### src/rtl/clock_divider_mc.sv
// Multi-channel decimating clock divider. Each channel holds a shadowed {ratio, delay, mode}
// that is applied only from OFF/DELAY, at a period boundary, or on a global sync.
module clock_divider_mc #(
  parameter int NUM_CH  = 4,
  parameter int RATIO_W = 8,
  parameter int DELAY_W = 8,
  parameter int CH_W    = (NUM_CH > 1) ? $clog2(NUM_CH) : 1
) (
  input  logic               clk,
  input  logic               rst,
  input  logic               cfg_valid,
  output logic               cfg_ready,
  input  logic [CH_W-1:0]    cfg_ch,
  input  logic [RATIO_W-1:0] cfg_ratio,
  input  logic [DELAY_W-1:0] cfg_delay,
  input  logic [1:0]         cfg_mode,
  input  logic               sync,
  output logic [NUM_CH-1:0]  dec_clk,
  output logic [NUM_CH-1:0]  phase_tick
);

  localparam logic [1:0] MODE_OFF    = 2'd0;
  localparam logic [1:0] MODE_SQUARE = 2'd1;
  localparam logic [1:0] MODE_PULSE  = 2'd2;
  localparam int         CH_SPAN     = 1 << CH_W;

  typedef enum logic [1:0] {
    ST_OFF   = 2'd0,
    ST_DELAY = 2'd1,
    ST_RUN   = 2'd2
  } ch_state_e;

  logic [NUM_CH-1:0]  pending_s;
  logic [CH_SPAN-1:0] pending_span_s;
  logic               cfg_in_range_s;
  logic               cfg_accept_s;

  // Ratios of 0 and 1 both behave as 2.
  function automatic logic [RATIO_W-1:0] eff_ratio(input logic [RATIO_W-1:0] ratio);
    logic [RATIO_W-1:0] r;
    if (ratio < RATIO_W'(2)) begin
      r = RATIO_W'(2);
    end else begin
      r = ratio;
    end
    return r;
  endfunction

  function automatic logic mode_on(input logic [1:0] mode);
    return (mode == MODE_SQUARE) || (mode == MODE_PULSE);
  endfunction

  // {dec_clk, phase_tick} for a given position in the period; SQUARE is high for ceil(Neff/2).
  function automatic logic [1:0] period_out(input logic [1:0]         mode,
                                            input logic [RATIO_W-1:0] cnt,
                                            input logic [RATIO_W-1:0] neff);
    logic [RATIO_W:0] half;
    logic             dec;
    logic             tick;
    half = ({1'b0, neff} + {{RATIO_W{1'b0}}, 1'b1}) >> 1;
    tick = (cnt == {RATIO_W{1'b0}});
    case (mode)
      MODE_SQUARE: dec = ({1'b0, cnt} < half);
      MODE_PULSE:  dec = tick;
      default: begin
        dec  = 1'b0;
        tick = 1'b0;
      end
    endcase
    return {dec, tick};
  endfunction

  assign pending_span_s = CH_SPAN'(pending_s);
  assign cfg_in_range_s = (32'(cfg_ch) < 32'(NUM_CH));
  assign cfg_accept_s   = cfg_valid && cfg_ready && cfg_in_range_s;

  // Out-of-range channels are always ready so their writes drain harmlessly.
  always_comb begin
    if (cfg_in_range_s) begin
      cfg_ready = !pending_span_s[cfg_ch];
    end else begin
      cfg_ready = 1'b1;
    end
  end

  for (genvar g = 0; g < NUM_CH; g++) begin : g_ch
    ch_state_e          state_r, state_nxt_s;
    logic [RATIO_W-1:0] cnt_r, cnt_nxt_s;
    logic [DELAY_W-1:0] dly_r, dly_nxt_s;
    logic [RATIO_W-1:0] act_ratio_r, sh_ratio_r, ratio_sel_s, neff_act_s, neff_sel_s;
    logic [DELAY_W-1:0] act_delay_r, sh_delay_r, delay_sel_s;
    logic [1:0]         act_mode_r, sh_mode_r, mode_sel_s;
    logic               pending_r;
    logic               dec_r, tick_r;
    logic               wr_s, boundary_s, apply_s, sel_on_s;
    logic [1:0]         out_s;

    assign wr_s          = cfg_accept_s && (cfg_ch == CH_W'(g));
    assign pending_s[g]  = pending_r;
    assign dec_clk[g]    = dec_r;
    assign phase_tick[g] = tick_r;

    // Next state, counters and the values the output flops take at this edge.
    always_comb begin
      neff_act_s = eff_ratio(act_ratio_r);
      boundary_s = (state_r == ST_RUN) && (cnt_r == neff_act_s - RATIO_W'(1));
      apply_s    = pending_r && ((state_r != ST_RUN) || sync || boundary_s);
      if (apply_s) begin
        ratio_sel_s = sh_ratio_r;
        delay_sel_s = sh_delay_r;
        mode_sel_s  = sh_mode_r;
      end else begin
        ratio_sel_s = act_ratio_r;
        delay_sel_s = act_delay_r;
        mode_sel_s  = act_mode_r;
      end
      neff_sel_s  = eff_ratio(ratio_sel_s);
      sel_on_s    = mode_on(mode_sel_s);
      state_nxt_s = state_r;
      cnt_nxt_s   = cnt_r;
      dly_nxt_s   = dly_r;
      out_s       = 2'b00;

      if (sync && (state_r != ST_OFF)) begin
        if (sel_on_s) begin
          state_nxt_s = ST_DELAY;
          dly_nxt_s   = delay_sel_s;
        end else begin
          state_nxt_s = ST_OFF;
        end
      end else begin
        case (state_r)
          ST_OFF: begin
            if (apply_s && sel_on_s) begin
              state_nxt_s = ST_DELAY;
              dly_nxt_s   = delay_sel_s;
            end else begin
              state_nxt_s = ST_OFF;
            end
          end
          ST_DELAY: begin
            if (apply_s) begin
              if (sel_on_s) begin
                state_nxt_s = ST_DELAY;
                dly_nxt_s   = delay_sel_s;
              end else begin
                state_nxt_s = ST_OFF;
              end
            end else if (dly_r == {DELAY_W{1'b0}}) begin
              state_nxt_s = ST_RUN;
              cnt_nxt_s   = {RATIO_W{1'b0}};
              out_s       = period_out(mode_sel_s, {RATIO_W{1'b0}}, neff_sel_s);
            end else begin
              dly_nxt_s = dly_r - DELAY_W'(1);
            end
          end
          ST_RUN: begin
            if (boundary_s) begin
              if (sel_on_s) begin
                cnt_nxt_s = {RATIO_W{1'b0}};
                out_s     = period_out(mode_sel_s, {RATIO_W{1'b0}}, neff_sel_s);
              end else begin
                state_nxt_s = ST_OFF;
              end
            end else begin
              cnt_nxt_s = cnt_r + RATIO_W'(1);
              out_s     = period_out(mode_sel_s, cnt_r + RATIO_W'(1), neff_sel_s);
            end
          end
          default: begin
            state_nxt_s = ST_OFF;
          end
        endcase
      end
    end

    // Channel state, shadow/active configuration and registered outputs.
    always_ff @(posedge clk) begin
      if (rst) begin
        state_r     <= ST_OFF;
        cnt_r       <= {RATIO_W{1'b0}};
        dly_r       <= {DELAY_W{1'b0}};
        act_ratio_r <= {RATIO_W{1'b0}};
        act_delay_r <= {DELAY_W{1'b0}};
        act_mode_r  <= MODE_OFF;
        sh_ratio_r  <= {RATIO_W{1'b0}};
        sh_delay_r  <= {DELAY_W{1'b0}};
        sh_mode_r   <= MODE_OFF;
        pending_r   <= 1'b0;
        dec_r       <= 1'b0;
        tick_r      <= 1'b0;
      end else begin
        state_r <= state_nxt_s;
        cnt_r   <= cnt_nxt_s;
        dly_r   <= dly_nxt_s;
        dec_r   <= out_s[1];
        tick_r  <= out_s[0];
        if (apply_s) begin
          act_ratio_r <= sh_ratio_r;
          act_delay_r <= sh_delay_r;
          act_mode_r  <= sh_mode_r;
          pending_r   <= 1'b0;
        end else if (wr_s) begin
          sh_ratio_r <= cfg_ratio;
          sh_delay_r <= cfg_delay;
          sh_mode_r  <= cfg_mode;
          pending_r  <= 1'b1;
        end else begin
          pending_r <= pending_r;
        end
      end
    end
  end

endmodule

### config.mk
export PLATFORM = sky130hd
export DESIGN_NAME = clock_divider_mc
export DESIGN_NICKNAME = d
export VERILOG_FILES = /design/src/rtl/clock_divider_mc.sv
export SDC_FILE = /design/constraint.sdc
export NUM_CORES = 1
export LEC_CHECK = 0
export BUFFER_PORTS_ARGS = -buffer_cell sky130_fd_sc_hd__buf_2
export CORE_ASPECT_RATIO = 1.5
export CORE_MARGIN = 2
export CORE_UTILIZATION = 45
export CTS_CLUSTER_DIAMETER = 200
export DETAILED_ROUTE_END_ITERATION = 16
export SLEW_MARGIN = 10
export SYNTH_ARGS = -nofsm -noshare
export SYNTH_HDL_FRONTEND = slang
export SYNTH_SLANG_ARGS = --single-unit
export TNS_END_PERCENT = 20
### constraint.sdc
create_clock -name clk -period 11.06 [get_ports clk]
set_clock_uncertainty 0.2 [all_clocks]
set_input_delay 2.212 -clock clk [delete_from_list [all_inputs] [get_ports clk]]
set_output_delay 2.212 -clock clk [all_outputs]
set_load 0.01 [all_outputs]
==> summary.md <==
| Metric | Value |
|---|---|
| Run status | finished clean |
| N_diodes | 0 |
| Post-Synth Adder-Cell Area | 0.05665 |
| CTS HTree Levels | 1 |
| Final critical-path share of the clock period | 0.5884 |
| DR vias | 13520 |
| Post-synthesis net count | 2029 |
| IO Count | 33 |
| Hold Startpoint | g_ch[1].sh_delay_r[0] |
| Seq/Total Area, Yosys | 0.3039 |
| FP Rows | 81 |
| GR Overflow Total | 0 |
| Pin count of the biggest net entering global routing | 86 |
| Remaining routing DRC violations | 0 |
| Post-CTS setup repair buffer count | 0 |
| Worst hold path type | flop to flop |
| Gp weighted congestion | 0.8895 |
| Fin. max-slew vios | 0 |
| Synth Area in Compound Gates | 0.2070 |
| Layout overhead on the synthesized area | 7.239% |
| Element type at the critical path end | flop |
| Total CTS buffers | 24 |
| Vias in the first global route | 13200 |
| Ys flop type | dfxtp_1 |
| Die X | 153.2 µm |
| CTS sink cnt | 228 |
| Post-synthesis async set-or-reset flop share | 0 |
| CORE AREA | 0.03274 mm² |
| Reg clk slew, reported paths | 60 ps |
| Insertion delay to the later sink of the worst-skew pair | 540 ps |
| Peak supply drop | 0.0001219 V |
| Detailed Routing Iterations Pass 1 | 5 |
| Worst reg2reg endpoint | g_ch[3].cnt_r[5] |
| CP Class | flop to flop |
| Mux cell area share after synthesis | 0.05765 |
| Count of cell types in the netlist | 98 |
| Post-CTS Hold Fix Bufs | 0 |
| Design area | 0.01611 mm² |
| Final setup viols | 0 |
| Final Hold Vio Count | 0 |
| Final Routed Wirelength | 41.77 mm |
| R2r startpoint | g_ch[3].act_ratio_r[7] |
| Nets | 1960 |
| CTS resizes | 0 |
| Mapped Area | 0.01502 mm² |
| Post-Syn Instances | 1937 |
| Setup TNS | 0 ps |
| Worst Path Required | 11250 ps |
| Port-buffer cells | 32 |
| Post-route ant nets | 0 |
| Peak Freq | 0.1537 GHz |
| GR Util All Layers | 0.2326 |
| Leak | 6.242 nW |
| Avg WL per Cell | 18.16 µm |
| Die height | 227.8 µm |
| Crit-path max FO | 19 |
| Share of layout cells above drive strength 1 | 0.07905 |
| Mean Syn Cell Area | 7.754 µm² |
| Max_cap viols | 0 |
| CTS tree | yes |
| Worst R2R Setup Slack | 4550 ps |
| Global-route wire length before repair | 68.25 mm |
| EDFF count, synth | 0 |
| Reg2reg path depth | 17 |
| Initial antenna violation count | 0 |
| Post-Synth XOR/XNOR Area | 0.06514 |
| DP Area | 0.01519 mm² |
| Largest family of logic cells by synthesized area | simple AND/OR/NAND/NOR gates |
| Initial DRC count | 925 |
| Worst slew pin tran | 1061 ps |
| RSZ-0062 raised after global routing | no |
| Synth Area in Simple Gates | 0.2494 |
| Vias/cell | 5.877 |
| CTS root buffer | clkbuf_16 |
| Min Clock Period, post-route | 6508 ps |
| CTS Buffer Depth | 3 |
| Arrival @ worst endpoint | 6700 ps |
| Worst Hold Depth | 2 |
| Starting Density | 0.4588 |
| Synth warn | 0 |
| Die area | 0.03488 mm² |
| Detailed Place HPWL | 30.25 mm |
| CP startpoint kind | flop |
| Pwr Density | 118.8 mW/mm² |
| Yosys reg bits | 228 |
| Min-Delay Endpoint | g_ch[1].sh_delay_r[0] |
| Slew HR | 0.2898 |
## through the flow
stage / cells / setup WS (ps) / utilization / hold WS (ps) / total power, mW
3_5_place_dp: 2257 / 4407 / 0.4640 / 244.7 / 0.9822
5_1_grt: 2300 / 4060 / 0.4920 / 274.6 / 1.976
3_3_place_gp: 2257 / 4563 / 0.4640 / 243.4 / 0.9811
6_report: 2300 / 4552 / 0.4920 / 251.3 / 1.913
2_1_floorplan: 1937 / 5161 / - / 231.7 / 0.9421
4_1_cts: 2300 / 4516 / 0.4920 / 253.5 / 1.934
## critical path, cell delays in order, from the launching register on
cell	delay, ps
dfxtp_1	420
or4_4	620
o41ai_4	280
ha_1	240
nor3b_2	270
mux2_2	370
mux2i_1	130
a21o_1	300
o41a_1	600
buf_4	360
mux2i_1	310
inv_1	70
ha_1	570
inv_1	230
o41ai_1	710
a211o_1	450
or4_1	170
a21oi_1	60
## routing by layer
layer	wire length, µm	GRT usage	up-vias
met3	1624	0.02714	91
met2	21580	0.4259	276
met1	17240	0.2753	6464
met4	1335	0.08825	0
li1	-	-	6686
met5	0	0	-
## cell families (layout without fill, tap and decap cells)
group,count (synthesis),in the layout
flops,228,228
compound gates,463,463
buf+inv,210,158
mux,84,84
simple gates,774,774
xor+xnor,110,110
fa+ha+maj,68,68
## where the power goes
part	switching (mW)	total [mW]	leakage [nW]	internal [mW]
Sequential	0.0147	0.847	1.84	0.832
Clock	0.353	0.949	0.445	0.596
Combinational	0.0797	0.118	3.96	0.0384
Total	0.447	1.91	6.24	1.47
## synth_stat cells (all sizes together), types with 8 or more instances
cell type | count | area [µm²]
a211oi | 14 | 110.1
a21boi | 9 | 67.56
a21oi | 187 | 943.4
a221oi | 9 | 85.08
a311oi | 15 | 137.6
a31o | 8 | 70.07
a31oi | 14 | 87.58
and2 | 27 | 171.4
and3 | 30 | 187.7
buf | 45 | 285.3
clkbuf | 95 | 356.6
dfxtp | 228 | 4564
ha | 68 | 850.8
inv | 69 | 259.0
mux2 | 20 | 225.2
mux2i | 64 | 640.6
nand2 | 292 | 1096
nand2b | 44 | 282.8
nand3 | 80 | 400.4
nand3b | 14 | 105.1
nand4 | 8 | 50.05
nor2 | 154 | 578.1
nor2b | 16 | 100.1
nor3 | 27 | 145.1
nor3b | 13 | 102.6
nor4 | 15 | 121.4
o211ai | 13 | 102.6
o21a | 16 | 120.1
o21ai | 63 | 319.1
o31ai | 15 | 140.1
or3 | 20 | 125.1
or4 | 14 | 112.6
xnor2 | 61 | 534.3
xor2 | 48 | 420.4
## state kept, by name, indices dropped and copies added, names as in the netlist, 8 cells and up
register	cells
g_ch.act_delay_r	32
g_ch.act_ratio_r	32
g_ch.cnt_r	32
g_ch.dly_r	32
g_ch.sh_delay_r	32
g_ch.sh_ratio_r	32
g_ch.act_mode_r	8
g_ch.sh_mode_r	8
g_ch.state_r	8
## worst max path at each step
stage | start | to | slack (ps) | cells past startpoint
2_1_floorplan | sync | g_ch[1].dec_r | 5160 | 22
3_3_place_gp | sync | g_ch[2].dec_r | 4560 | 24
3_5_place_dp | sync | g_ch[1].dec_r | 4410 | 19
4_1_cts | g_ch[0].act_ratio_r[4] | g_ch[0].dec_r | 4520 | 22
5_1_grt | g_ch[0].act_ratio_r[4] | g_ch[0].dec_r | 4060 | 24
6_report | g_ch[3].act_ratio_r[7] | g_ch[3].cnt_r[5] | 4550 | 17
## layout by cell type (no fill, tap or decap), drive strengths merged, types with 27 or more instances in the layout
cell type	instances
a21oi	187
and3	30
nor2	154
o21ai	63
xnor2	61
dfxtp	228
mux2i	64
nor3	27
nand2	292
xor2	48
nand3	80
inv	69
ha	68
buf	45
clkbuf	32
and2	27
nand2b	44
## final cells by class
cell class | instances | area (µm²)
fillers | 3240 | 16630
well taps | 415 | 519.2
inverters | 70 | 262.8
multi-input cells | 1499 | 9578
repair buffers | 45 | 264.0
clock inverters | 11 | 236.5
flip-flops and latches | 228 | 4564
clock buffers | 32 | 681.9
Note: power is estimated with default switching activity, not from simulation.
